==> src/rtl/clk_period_meter.sv <==
// Measures high time, low time and period of an asynchronous clock-like input in clk_in cycles.
// Define DUTY_CHECK_EN to add the duty_ok output (|high_cnt - low_cnt| <= 1).
module clk_period_meter #(
   parameter int CNT_W    = 16,
   parameter int TIMEOUT  = 1024,
   parameter int LOCK_CNT = 4
) (
   input  logic             clk_in,
   input  logic             rst,
   input  logic             sig_in,
   input  logic             en,
   output logic [CNT_W-1:0] high_cnt,
   output logic [CNT_W-1:0] low_cnt,
   output logic [CNT_W-1:0] period,
   output logic             valid,
   output logic             locked,
`ifdef DUTY_CHECK_EN
   output logic             duty_ok,
`endif
   output logic             err_timeout
);

   typedef enum logic [1:0] {IDLE, WAIT_RISE, MEAS_HIGH, MEAS_LOW} state_t;

   localparam logic [CNT_W-1:0] ONE       = CNT_W'(1);
   localparam logic [CNT_W-1:0] TIMEOUT_V = CNT_W'(TIMEOUT);
   localparam logic [3:0]       LOCK_V    = 4'(LOCK_CNT);

   state_t           state_q, state_d;
   logic             sync1_q, sync1_d, sync2_q, sync2_d, dly_q, dly_d;
   logic [CNT_W-1:0] cnt_q, cnt_d, hi_tmp_q, hi_tmp_d;
   logic [CNT_W-1:0] high_q, high_d, low_q, low_d, period_q, period_d;
   logic             valid_q, valid_d, locked_q, locked_d, err_q, err_d;
   logic [3:0]       match_q, match_d;
   logic             rise_det, fall_det, timeout_hit;
   logic [CNT_W-1:0] new_period;
`ifdef DUTY_CHECK_EN
   logic             duty_q, duty_d;
   logic [CNT_W-1:0] duty_diff;
`endif

   assign rise_det    = sync2_q & ~dly_q;
   assign fall_det    = ~sync2_q & dly_q;
   assign timeout_hit = (cnt_q == TIMEOUT_V);
   assign new_period  = hi_tmp_q + cnt_q;
`ifdef DUTY_CHECK_EN
   assign duty_diff   = (hi_tmp_q > cnt_q) ? (hi_tmp_q - cnt_q) : (cnt_q - hi_tmp_q);
`endif

   always_comb begin
      sync1_d  = sig_in;
      sync2_d  = sync1_q;
      dly_d    = sync2_q;
      state_d  = state_q;
      cnt_d    = cnt_q;
      hi_tmp_d = hi_tmp_q;
      high_d   = high_q;
      low_d    = low_q;
      period_d = period_q;
      valid_d  = 1'b0;
      locked_d = locked_q;
      err_d    = err_q;
      match_d  = match_q;
`ifdef DUTY_CHECK_EN
      duty_d   = duty_q;
`endif
      if (!en) begin
         // Dropping enable abandons any partial measurement and forgets lock history.
         state_d  = IDLE;
         locked_d = 1'b0;
         match_d  = 4'd0;
`ifdef DUTY_CHECK_EN
         duty_d   = 1'b0;
`endif
      end else begin
         case (state_q)
            IDLE: state_d = WAIT_RISE;
            WAIT_RISE: begin
               if (rise_det) begin
                  cnt_d   = ONE;
                  state_d = MEAS_HIGH;
               end
            end
            MEAS_HIGH: begin
               if (fall_det) begin
                  hi_tmp_d = cnt_q;
                  cnt_d    = ONE;
                  state_d  = MEAS_LOW;
               end else if (timeout_hit) begin
                  err_d    = 1'b1;
                  locked_d = 1'b0;
                  match_d  = 4'd0;
                  state_d  = WAIT_RISE;
`ifdef DUTY_CHECK_EN
                  duty_d   = 1'b0;
`endif
               end else begin
                  cnt_d = cnt_q + ONE;
               end
            end
            MEAS_LOW: begin
               if (rise_det) begin
                  high_d   = hi_tmp_q;
                  low_d    = cnt_q;
                  period_d = new_period;
                  valid_d  = 1'b1;
                  err_d    = 1'b0;
                  cnt_d    = ONE;
                  state_d  = MEAS_HIGH;
                  // match_q == 0 marks the first measurement since IDLE or a timeout.
                  if (match_q != 4'd0 && new_period == period_q) begin
                     if (match_q < LOCK_V) match_d = match_q + 4'd1;
                  end else begin
                     match_d = 4'd1;
                  end
                  locked_d = (match_d == LOCK_V);
`ifdef DUTY_CHECK_EN
                  duty_d   = (duty_diff <= ONE);
`endif
               end else if (timeout_hit) begin
                  err_d    = 1'b1;
                  locked_d = 1'b0;
                  match_d  = 4'd0;
                  state_d  = WAIT_RISE;
`ifdef DUTY_CHECK_EN
                  duty_d   = 1'b0;
`endif
               end else begin
                  cnt_d = cnt_q + ONE;
               end
            end
            default: state_d = IDLE;
         endcase
      end
   end

   always_ff @(posedge clk_in or negedge rst) begin
      if (!rst) begin
         state_q  <= IDLE;
         sync1_q  <= 1'b0;
         sync2_q  <= 1'b0;
         dly_q    <= 1'b0;
         cnt_q    <= '0;
         hi_tmp_q <= '0;
         high_q   <= '0;
         low_q    <= '0;
         period_q <= '0;
         valid_q  <= 1'b0;
         locked_q <= 1'b0;
         err_q    <= 1'b0;
         match_q  <= 4'd0;
`ifdef DUTY_CHECK_EN
         duty_q   <= 1'b0;
`endif
      end else begin
         state_q  <= state_d;
         sync1_q  <= sync1_d;
         sync2_q  <= sync2_d;
         dly_q    <= dly_d;
         cnt_q    <= cnt_d;
         hi_tmp_q <= hi_tmp_d;
         high_q   <= high_d;
         low_q    <= low_d;
         period_q <= period_d;
         valid_q  <= valid_d;
         locked_q <= locked_d;
         err_q    <= err_d;
         match_q  <= match_d;
`ifdef DUTY_CHECK_EN
         duty_q   <= duty_d;
`endif
      end
   end

   assign high_cnt    = high_q;
   assign low_cnt     = low_q;
   assign period      = period_q;
   assign valid       = valid_q;
   assign locked      = locked_q;
   assign err_timeout = err_q;
`ifdef DUTY_CHECK_EN
   assign duty_ok     = duty_q;
`endif

endmodule

==> config.mk <==
export PLATFORM = sky130hd
export DESIGN_NAME = clk_period_meter
export DESIGN_NICKNAME = d
export VERILOG_FILES = /design/src/rtl/clk_period_meter.sv
export SDC_FILE = /design/constraint.sdc
export NUM_CORES = 1
export LEC_CHECK = 0
export BUFFER_PORTS_ARGS = -buffer_cell sky130_fd_sc_hd__buf_2
export CAP_MARGIN = 0
export CELL_PAD_IN_SITES_DETAIL_PLACEMENT = 0
export CELL_PAD_IN_SITES_GLOBAL_PLACEMENT = 1
export CORE_MARGIN = 8
export CORE_UTILIZATION = 25
export CTS_CLUSTER_DIAMETER = 30
export DETAILED_ROUTE_END_ITERATION = 10
export PLACE_DENSITY = 0.58
export SETUP_SLACK_MARGIN = 0.15
export SKIP_LAST_GASP = 1
export SYNTH_ARGS = -nofsm -noshare
export SYNTH_HDL_FRONTEND = slang
export SYNTH_SLANG_ARGS = --single-unit
==> constraint.sdc <==
create_clock -name clk_in -period 4.9 [get_ports clk_in]
set_input_delay 0.49 -clock clk_in [delete_from_list [all_inputs] [get_ports clk_in]]
set_output_delay 0.49 -clock clk_in [all_outputs]
set_load 0.05 [all_outputs]
Word-level counts from Yosys, hierarchy flattened
Index checks and enable logic that the tools add are counted.
{"block": "totals", "register_bits": 92, "inputBits": 4, "elab_cells": 75}
{"block": "classes", "addsub": 3, "order_cmp": 1, "eq_ne": 11, "mux": 33, "n_bitwise": 4, "n_reduce_logical": 10}
{"op": "two-way mux 16 bit", "n": 4}
{"op": "case mux 16 bit (3 select lines)", "n": 1}
{"op": "two-way mux 4 bit", "n": 9}
{"op": "adder 16 x 1 -> 16 bit (second input constant)", "n": 1}
{"op": "adder 16 bit", "n": 1}
{"op": "== test 16 x 11 -> 1 bit (second input constant)", "n": 1}
{"op": "== test 16 bit", "n": 1}
{"op": "AND reduction 3 bit", "n": 4}
{"op": "two-way mux 1 bit", "n": 10}
{"op": "two-way mux 2 bit", "n": 5}
{"op": "case mux 2 bit (4 select lines)", "n": 1}
{"op": "case mux 4 bit (2 select lines)", "n": 1}
{"op": "!= test 3 bit (second input constant)", "n": 2}
{"op": "adder 4 x 1 -> 4 bit (second input constant)", "n": 1}
{"op": "== test 2 bit (second input constant)", "n": 2}
{"op": "== test 4 x 3 -> 1 bit (second input constant)", "n": 1}
{"op": "less-than comparator 4 x 3 -> 1 bit (second input constant)", "n": 1}
{"op": "!= test 2 bit (second input constant)", "n": 2}
{"op": "case mux 1 bit (2 select lines)", "n": 2}
{"op": "nonzero test 4 bit", "n": 1}
{"op": "!= test 3 x 1 -> 1 bit (second input constant)", "n": 1}
{"op": "nonzero test 3 bit", "n": 1}
{"op": "AND 1 bit", "n": 2}
{"op": "== test 2 x 1 -> 1 bit (second input constant)", "n": 1}
{"op": "5 further kinds", "n": 6}

Longest topological paths before layout
Gate-level depths: netlist of the first run.
{"block": "logic_depth", "word_depth": 11, "mapped_depth": 10}

Least setup slack after synthesis of the first run
No wires, ideal clock.
{"block": "synth_timing", "kind": "register -> register", "start": "register cnt_q[0]", "end": "register locked_q, in the netlist locked", "setup_ns": 0.093, "arrival_ns": 3.068, "required_ns": 4.807, "slack_ns": 1.739, "stages_incl_launch_ff": 11, "path_buffers": 0, "synth_period_minus_slack_ns": 3.161, "path_cell_list": "dfrtp_1 > ha_1 > fa_1 > a21o_1 > a221o_1 > a21o_1 > a211oi_1 > xor2_1 > nor4_1 > nand4_1 > o31ai_2"}
{"block": "synth_between", "elab_chain_cells": 11}
{"element": "from (decl)", "line": "31", "rtl": "logic [CNT_W-1:0] cnt_q, cnt_d, hi_tmp_q, hi_tmp_d;"}
{"element": "from (signal assigned)", "line": "160", "rtl": "cnt_q <= cnt_d;"}
{"element": "adder 16 bit", "line": "45", "rtl": "assign new_period = hi_tmp_q + cnt_q;"}
{"element": "== test 16 bit", "line": "111", "rtl": "if (match_q != 4'd0 && new_period == period_q) begin"}
{"element": "logical AND 1 bit", "line": "111"}
{"element": "two-way mux 4 bit", "line": "111"}
{"element": "two-way mux 4 bit", "line": "102", "rtl": "if (rise_det) begin"}
{"element": "two-way mux 4 bit", "line": "76", "rtl": "case (state_q)"}
{"element": "two-way mux 4 bit", "line": "67", "rtl": "if (!en) begin"}
{"element": "== test 4 x 3 -> 1 bit", "line": "116", "rtl": "locked_d = (match_d == LOCK_V);"}
{"element": "two-way mux 1 bit", "line": "102"}
{"element": "case mux 1 bit (2 select lines) (*)", "line": "76"}
{"element": "two-way mux 1 bit (*)", "line": "67"}
{"element": "to (signal assigned)", "line": "166", "rtl": "locked_q <= locked_d;"}
{"element": "to (decl)", "line": "33", "rtl": "logic valid_q, valid_d, locked_q, locked_d, err_q, err_d;"}
Every way passes the cells marked *; elsewhere a longest branch is shown, timed or not. The select of a mux whose other input is x is not followed.
A chain may end at the register's enable or synchronous reset.

Final worst setup path of the first run
{"block": "layout_timing", "start": "register cnt_q[0]", "end": "register match_q[1]"}
{"block": "layout_between", "elab_chain_cells": 10}
{"element": "adder 16 bit", "line": "45"}
{"element": "== test 16 bit", "line": "111"}
{"element": "logical AND 1 bit", "line": "111"}
{"element": "two-way mux 4 bit", "line": "111"}
{"element": "two-way mux 4 bit", "line": "102"}
{"element": "two-way mux 4 bit", "line": "76"}
{"element": "two-way mux 4 bit", "line": "67"}
{"element": "two-way mux 4 bit", "line": "102"}
{"element": "case mux 4 bit (2 select lines) (*)", "line": "76"}
{"element": "two-way mux 4 bit (*)", "line": "67"}
{"element": "to (signal assigned)", "line": "168", "rtl": "match_q <= match_d;"}
{"element": "to (decl)", "line": "34", "rtl": "logic [3:0] match_q, match_d;"}
Marked as above.

==> impl_metrics.csv, run 1 <==
group,metric,value,unit
outcome,status,"complete, no violations",
timing,finalCritPeriodShare,74.0,%
routing,avgRoutedWirePerCell,15.3,um
routing,drt_iter0_drc,266,
finish,antenna_cells,0,
global_route,first_global_vias,4031,
global_route,grt.busiest_layer,"met2",
routing,drt_pre_antenna_iters,4,
yosys,synth_cell_types,45,
yosys,synth_area,0.00492,mm2
timing,slew_headroom,49.4,%
global_route,grt_use_total,11.3,%
clock_network,cts_sinks,92,
routing,ant_nets,0,
floorplan,die_h,156,um
finish,area_growth_syn_to_layout,17.5,%
clock_network,hold_buffers,0,
timing,clock_skew,0.00800,ns
timing,drv_slew,0,
yosys,synth_warnings,0,
finish,drive_gt1_share,15.9,%
floorplan,coreArea,0.0194,mm2
setup_path,critPathMaxFanout,8,
clock_network,root_buffer,"clkbuf_16",
finish,fin_nets,605,
yosys,synth_area_per_cell,9.16,um2
routing,post_drt_via_cell_ratio,4.59,
clock_network,clockBufferDepth,2,
place,dp.cells,835,
hold_path,hp-class,"in -> async",
setup_path,cp-end-kind,"register",
routing,route.vias.total,3900,
setup_path,cp-start-kind,"register",
timing,hold_viol,0,
yosys,async_reset_ff_share,100,%
yosys,synth-seq-cells,92,
clock_network,htreeDepth,3,
place,io_buffers,54,
setup_path,crit_arrival,3.88,ns
floorplan,initial_core_util,25.4,%
timing,rsz0062_at_grt,"false",
floorplan,fp.dieW,156,um
routing,postRouteWirelength,13000,um
global_route,antenna_found_initial,0,
clock_network,cts_resized,0,
global_route,grt_overflow,0,
clock_network,clk_latency,0.35,ns
power,p_leak,0.00293,uW
global_route,met2_usage,17.0,%
clock_network,path_clk_slew,0.07,ns
floorplan,row_count,51,
clock_network,numCtsBuffers,9,
yosys,ys_seq_area_share,46.8,%
power,p_per_area,302,mW/mm2
finish,stdcell_count,850,
yosys,synth_edf_count,0,
routing,drc,0,
global_route,met1_usage,15.4,%
timing,setup_viol,0,
yosys,synthCells,537,
power,peakVddDrop,0.000155,V
global_route,grt_max_degree,59,
timing,fin_tns_setup,0,ns
timing,post-route-min-period,3.63,ns
setup_path,required,5.15,ns
clock_network,cts_tree,"done",
job,cap_violations,0,
floorplan,dieArea,0.0244,mm2
place,dp_hpwl,9630,um
yosys,synthesis.nets,561,
clock_network,cts_setup_buffers,0,
setup_path,criticalPathCategory,"reg -> reg",
timing,fmax,0.276,GHz
floorplan,io_pins,55,
global_route,grt_pass1_wl,21900,um
timing,worst_pin_slew,0.759,ns
yosys,ys_dominant_reg_cell,"dfrtp_1",
place,place_congestion,0.831,
power,power,1740,uW
global_route,grtUsageMet3,2.56,%
==> critical path, stage by stage, from the launching register on <==
cell and delay [ns]:
dfrtp_1 0.46, ha_1 0.26, fa_1 0.41, a21o_1 0.19
a221o_1 0.40, a21o_1 0.25, a211oi_1 0.38, xor2_1 0.12
nor4_1 0.47, nand4_1 0.29, o31ai_1 0.29
==> flip-flops by register name (all words and copies together), names as in the netlist <==
name         count
dly_q            1
dly_d            1
cnt_q           16
low_cnt         16
locked           1
match_q          4
high_cnt        16
valid            1
period          16
hi_tmp_q        16
err_timeout      1
state_q          2
sync1_q          1
==> power breakdown <==
group	switching, uW	total (uW)	leakage, uW	internal [uW]
clock network	304	779	0.000159	475
logic	104	155	0.00150	50.7
registers	29.8	810	0.00127	780
total	438	1740	0.00293	1310
==> cells by family (layout without fill, tap and decap cells) <==
logic type / Yosys count / after routing / synth area share [%]
and+or+nand+nor: 223 / 223 / 19.9
muxes: 17 / 17 / 3.89
AOI/OAI and AO/OA: 114 / 114 / 14.0
buffers and inverters: 36 / 84 / 3.05
adders and majority gates: 20 / 20 / 5.24
DFF: 92 / 92 / 46.8
xor gates and xnor gates: 35 / 35 / 7.07
==> metal layers <==
metal	part of all wire, %	up-vias
met1	50	1857
met3	3.8	16
met4	1.8	0
li1	-	1957
met2	44	70
met5	0	-
==> cell usage after synthesis (all sizes together) (3+ instances only) <==
cell type,count,area [um2]
nand2,141,529
dfrtp,92,2300
o21ai,48,240
a21oi,22,114
clkbuf,22,82.6
nor2,22,82.6
ha,19,238
xnor2,18,158
mux2,17,191
xor2,14,123
nand3,13,65.1
and3,11,68.8
a31oi,10,62.6
inv,10,37.5
nand4,6,37.5
nor3,6,30.0
nor4,6,37.5
a21o,5,37.5
o31ai,5,42.5
a211oi,4,30.0
buf,4,30.0
nor2b,4,25.0
o211ai,4,30.0
o21a,4,30.0
a41oi,3,26.3
and2,3,18.8
nand2b,3,18.8
nor4b,3,26.3
xnor3,3,67.6
==> per-stage QoR <==
step / hold WS, ns / util [%] / instance area [um2] / worst slack [ns]
6_report: 0.0924 / 29.8 / 5780 / 1.27
5_1_grt: 0.137 / 29.8 / 5780 / 0.948
4_1_cts: 0.109 / 29.8 / 5780 / 1.27
3_5_place_dp: 0.354 / 28.1 / 5450 / 1.27
3_3_place_gp: 0.336 / 28.1 / 5450 / 1.43
2_1_floorplan: 0.194 / - / 4920 / 1.74
==> cell type report <==
cell class / instances / area, um2
Fill cell: 2083 / 13600
Multi-Input combinational cell: 409 / 2470
Sequential cell: 92 / 2300
Tap cell: 265 / 332
Timing Repair Buffer: 59 / 310
Clock buffer: 12 / 256
Clock inverter: 3 / 68.8
Inverter: 10 / 37.5
==> worst paths after layout <==
kind                                       endpoint            startpoint  slack (ns)  cells past startpoint
min in group clk_in               sync1_q$_DFF_PN0_                sig_in        0.24                      1
min                              locked$_DFFE_PN0P_                   rst        0.09                      1
min reg2reg                         dly_d$_DFF_PN0_     sync1_q$_DFF_PN0_        0.36                      0
max                          match_q[1]$_DFFE_PN0P_  cnt_q[0]$_DFFE_PN0P_        1.27                     10
max reg2reg                  match_q[1]$_DFFE_PN0P_  cnt_q[0]$_DFFE_PN0P_        1.27                     10
max in group asynchronous  hi_tmp_q[10]$_DFFE_PN0P_                   rst        3.68                      2
==> cells in the final DEF, fill, tap and decap left out, types with 5 or more instances in the layout <==
master       n
ha_1        19
nand2_1    141
xor2_1      14
a21oi_1     21
a31oi_1     10
dfrtp_1     92
mux2_2      17
buf_4        6
nand3_1     12
o21ai_0     44
nand4_1      6
buf_2       53
nor4_1       6
clkbuf_16    9
nor2_1      22
and3_1      11
nor3_1       6
xnor2_1     18
a21o_1       5
inv_1       10
(Power assumes the default switching activity.)
==> run 2, diff against run 1 <==
Clock period 4.9 ns to 3.78 ns, I/O delays scaled along.
==> impl_metrics.csv, run 2 (same netlist as run 1, synthesis figures left out) <==
group,metric,value,unit
place,place_congestion,0.835,
finish,drive_gt1_share,16.8,%
finish,fin_nets,607,
timing,rsz0062_at_grt,"false",
finish,layout.cells.most_common,"nand2_1",
place,dp_hpwl,9720,um
routing,ant_nets,0,
place,io_buffers,54,
setup_path,required,4.04,ns
timing,fmax,0.297,GHz
hold_path,hp-class,"in -> reg",
finish,multiInputGateArea,0.00249,mm2
global_route,first_global_vias,4053,
outcome,status,"complete, no violations",
power,p_leak,0.00293,uW
setup_path,criticalPathCategory,"reg -> reg",
floorplan,io_pins,55,
timing,slew_headroom,33.5,%
power,peakVddDrop,0.000201,V
timing,clock_skew,0.0106,ns
clock_network,root_buffer,"clkbuf_16",
timing,setup_viol,0,
global_route,grt_max_degree,76,
floorplan,dieArea,0.0244,mm2
floorplan,row_count,51,
setup_path,cp-end-kind,"register",
timing,hold_slack,0.129,ns
timing,drv_slew,0,
finish,area_growth_syn_to_layout,17.6,%
routing,drt_pre_antenna_iters,4,
finish,antenna_cells,0,
global_route,grt_pass1_wl,21900,um
finish,layout_common_cells,"nand2_1, dfrtp_1, buf_2",
routing,drc,0,
routing,drt_iter0_drc,285,
routing,post_drt_via_cell_ratio,4.61,
timing,worst_pin_slew,0.997,ns
clock_network,htreeDepth,3,
job,cap_violations,0,
floorplan,fp.dieW,156,um
timing,post-route-min-period,3.37,ns
setup_path,critPathMaxFanout,8,
routing,route.vias.total,3935,
finish,seqCellArea,0.00230,mm2
floorplan,initial_core_util,25.4,%
clock_network,cts_tree,"done",
global_route,antenna_found_initial,0,
clock_network,clockBufferDepth,2,
clock_network,cts_sinks,92,
global_route,grt_overflow,0,
clock_network,path_clk_slew,0.07,ns
setup_path,cp-start-kind,"register",
routing,postRouteWirelength,13200,um
finish,nFillCells,2107,
clock_network,clk_latency,0.35,ns
floorplan,die_h,156,um
setup_path,crit_arrival,3.62,ns
timing,fin_tns_setup,0,ns
global_route,grt_use_total,11.4,%
timing,finalCritPeriodShare,89.1,%
power,p_per_area,378,mW/mm2
routing,avgRoutedWirePerCell,15.5,um
floorplan,coreArea,0.0194,mm2
timing,hold_viol,0,
clock_network,numCtsBuffers,9,
==> run 2: cell count changes in the layout (fill, tap and decap cells not counted), moves of 2 or more <==
cell	delta
buf_4	+2
a211oi_2	+2
a211oi_1	-2
clkinvlp_4	+2
==> run 2: metrics by stage <==
stage | setup slack (ns) | instance area [um2] | util, % | power [uW] | std cells
2_1_floorplan | 0.619 | 4920 | - | 1190 | 537
3_3_place_gp | 0.330 | 5460 | 28.2 | 1270 | 836
3_5_place_dp | 0.225 | 5460 | 28.2 | 1280 | 836
4_1_cts | 0.201 | 5760 | 29.7 | 2230 | 852
5_1_grt | 0.185 | 5790 | 29.8 | 2290 | 853
6_report | 0.412 | 5790 | 29.8 | 2190 | 853
==> run 2: final cells by class <==
type / count / share of cell area [%]
sequential: 92 / 39.8
timing repair buffer: 61 / 5.62
tap: 265 / 5.73
clock buffer: 11 / 4.19
multi-input combinational: 409 / 43.0
clock inverter: 5 / 1.02
inverter: 10 / 0.649
==> run 2: layer usage <==
layer | vias up | GRT usage (%) | wire length (um)
met5 | - | 0 | 0
met1 | 1900 | 15.2 | 6590
met4 | 0 | 3.39 | 169
met3 | 12 | 3.06 | 531
li1 | 1961 | - | -
met2 | 62 | 17.5 | 5950
==> run 2: worst paths after layout <==
path | end | slack (ns) | cells past startpoint | from
min in group asynchronous | period[12]$_DFFE_PN0P_ | 0.19 | 1 | rst
max in group asynchronous | hi_tmp_q[14]$_DFFE_PN0P_ | 2.79 | 2 | rst
worst min-delay path | sync1_q$_DFF_PN0_ | 0.13 | 1 | sig_in
worst min register to register | dly_d$_DFF_PN0_ | 0.36 | 0 | sync1_q$_DFF_PN0_
worst max-delay path | locked$_DFFE_PN0P_ | 0.41 | 10 | cnt_q[0]$_DFFE_PN0P_
worst max register to register | locked$_DFFE_PN0P_ | 0.41 | 10 | cnt_q[0]$_DFFE_PN0P_
==> run 2: worst max-delay path, cell delays in order, from the launching register on <==
cell and delay [ns]:
dfrtp_1 0.47, ha_1 0.26, fa_1 0.41, a21o_1 0.19, a221o_1 0.40, a21o_1 0.26
a211oi_2 0.26, xor2_1 0.16, nor4_1 0.33, nand4_1 0.26, o31ai_2 0.27
==> run 2: power breakdown <==
part / switching, uW / leakage (uW) / internal (uW)
logic: 145 / 0.00152 / 69.5
clock network: 395 / 0.000142 / 532
registers: 33.8 / 0.00127 / 1010
total: 573 / 0.00293 / 1610
==> run 2: timing repair <==
item                       in CTS  in global routing
hold buffers                    0                  0
gates resized for setup         0                  3
setup buffers                   0                  1
setup endpoints to repair       0                  4
==> run 3, diff against run 2 <==
Settings changed: CORE_MARGIN 8 to 3, CORE_UTILIZATION 25 to 40, PLACE_DENSITY 0.58 to 0.73.
==> impl_metrics.csv, run 3 (same netlist as run 1, synthesis figures left out) <==
group,metric,value,unit
finish,antenna_cells,0,
routing,postRouteWirelength,11700,um
global_route,grt_use_total,17.9,%
clock_network,root_buffer,"clkbuf_16",
clock_network,htreeDepth,3,
timing,slew_headroom,40.9,%
global_route,antenna_found_initial,0,
clock_network,hold_buffers,0,
finish,area_growth_syn_to_layout,14.2,%
timing,post-route-min-period,3.40,ns
job,cap_violations,0,
finish,layout.cells.most_common,"nand2_1",
routing,drt_iter0_drc,270,
setup_path,path_buf_inv,0,
clock_network,cts_tree,"done",
power,p_leak,0.00293,uW
power,power,2170,uW
floorplan,die_h,117,um
clock_network,path_clk_slew,0.07,ns
hold_path,hp-class,"in -> reg",
global_route,grt_pass1_wl,19100,um
floorplan,row_count,39,
floorplan,io_pins,55,
global_route,grt_overflow,0,
setup_path,cp_cell_sequence,"ha_1 -> fa_1 -> a21o_1 -> a221o_1 -> a21o_1 -> a211oi_1 -> xor2_1 -> nor4_1 -> nand4_1 -> o31ai_1",
outcome,status,"complete, no violations",
timing,rsz0062_at_grt,"false",
floorplan,dieArea,0.0137,mm2
setup_path,max_stage_delay,0.46,ns
setup_path,cp-start-kind,"register",
setup_path,required,4.03,ns
timing,worst_pin_slew,0.886,ns
floorplan,fp.dieW,117,um
setup_path,crit_arrival,3.65,ns
power,p_per_area,386,mW/mm2
setup_path,cp-end-kind,"register",
setup_path,criticalPathCategory,"reg -> reg",
setup_path,path_delay_family,"compound AO/OA/AOI/OAI gates",
finish,drive_gt1_share,16.5,%
routing,ant_nets,0,
timing,hold_slack,0.140,ns
setup_path,cp_slowest_cell,"dfrtp_1",
timing,clock_skew,0.00615,ns
clock_network,cts_sinks,92,
clock_network,clockBufferDepth,2,
global_route,first_global_vias,3776,
clock_network,clk_latency,0.35,ns
routing,avgRoutedWirePerCell,16.0,um
clock_network,cts_setup_buffers,0,
timing,drv_slew,0,
floorplan,coreArea,0.0117,mm2
global_route,grt_max_degree,71,
place,io_buffers,54,
setup_path,critPathMaxFanout,8,
floorplan,initial_core_util,42.0,%
timing,finalCritPeriodShare,90.0,%
timing,setup_viol,0,
routing,drt_pre_antenna_iters,6,
place,place_congestion,0.849,
finish,fin_nets,607,
power,peakVddDrop,0.000191,V
setup_path,crit_path_frequent_cell,"a21o_1",
timing,hold_viol,0,
place,dp_hpwl,8470,um
finish,layout_common_cells,"nand2_1, dfrtp_1, buf_2",
timing,fmax,0.294,GHz
finish,fin_util,48.0,%
routing,drc,0,
clock_network,numCtsBuffers,9,
routing,route.vias.total,3912,
routing,post_drt_via_cell_ratio,5.36,
timing,fin_tns_setup,0,ns
-- run 3: changes by cell type in the layout (fill, tap and decap cells not counted), sizes merged --
cell	delta
clkinv	+1
clkbuf	-2
clkinvlp	-1
inv	+1
-- run 3: what timing repair did --
action	4_1_cts	5_1_grt
hold endpoints to repair	0	0
setup endpoints to repair	0	4
resized for setup	0	1
-- run 3: worst paths after layout --
check	from	endpoint	slack (ns)	cells after the start
max in group asynchronous	rst	hi_tmp_q[11]$_DFFE_PN0P_	2.80	2
hold reg to reg	sync1_q$_DFF_PN0_	dly_d$_DFF_PN0_	0.36	0
hold / removal	sig_in	sync1_q$_DFF_PN0_	0.14	1
setup reg to reg	cnt_q[0]$_DFFE_PN0P_	match_q[1]$_DFFE_PN0P_	0.38	10
min in group asynchronous	rst	period[1]$_DFFE_PN0P_	0.15	1
setup / recovery	cnt_q[0]$_DFFE_PN0P_	match_q[1]$_DFFE_PN0P_	0.38	10
-- run 3: report_power, final --
part	switching [uW]	internal (uW)	total [uW]	leakage, uW
sequential	33.5	1010	1040	0.00127
clock	402	516	918	0.000142
combinational	139	68.1	208	0.00152
-- run 3: final cells by class --
| class | count | area (um2) |
|---|---|---|
| fill | 1146 | 6090 |
| multi-input combinational | 409 | 2480 |
| sequential | 92 | 2300 |
| timing repair buffer | 61 | 325 |
| clock buffer | 9 | 225 |
| tap | 143 | 179 |
| clock inverter | 6 | 72.6 |
| inverter | 10 | 37.5 |
-- run 3: stage by stage --
| step | setup WS [ns] | instances | instance area (um2) |
|---|---|---|---|
| floorplan | 0.619 | 537 | 4920 |
| global placement | 0.347 | 715 | 5320 |
| detailed placement | 0.269 | 715 | 5320 |
| CTS | 0.230 | 730 | 5610 |
| global route | 0.156 | 730 | 5620 |
| finish | 0.377 | 730 | 5620 |
-- run 3: layer usage --
layer	up-vias	part of all wire [%]	track usage, %
met5	-	0	0
met4	0	1.8	6.35
met3	17	3.2	3.14
met2	76	44	26.7
met1	1859	51	26.4
li1	1960	-	-
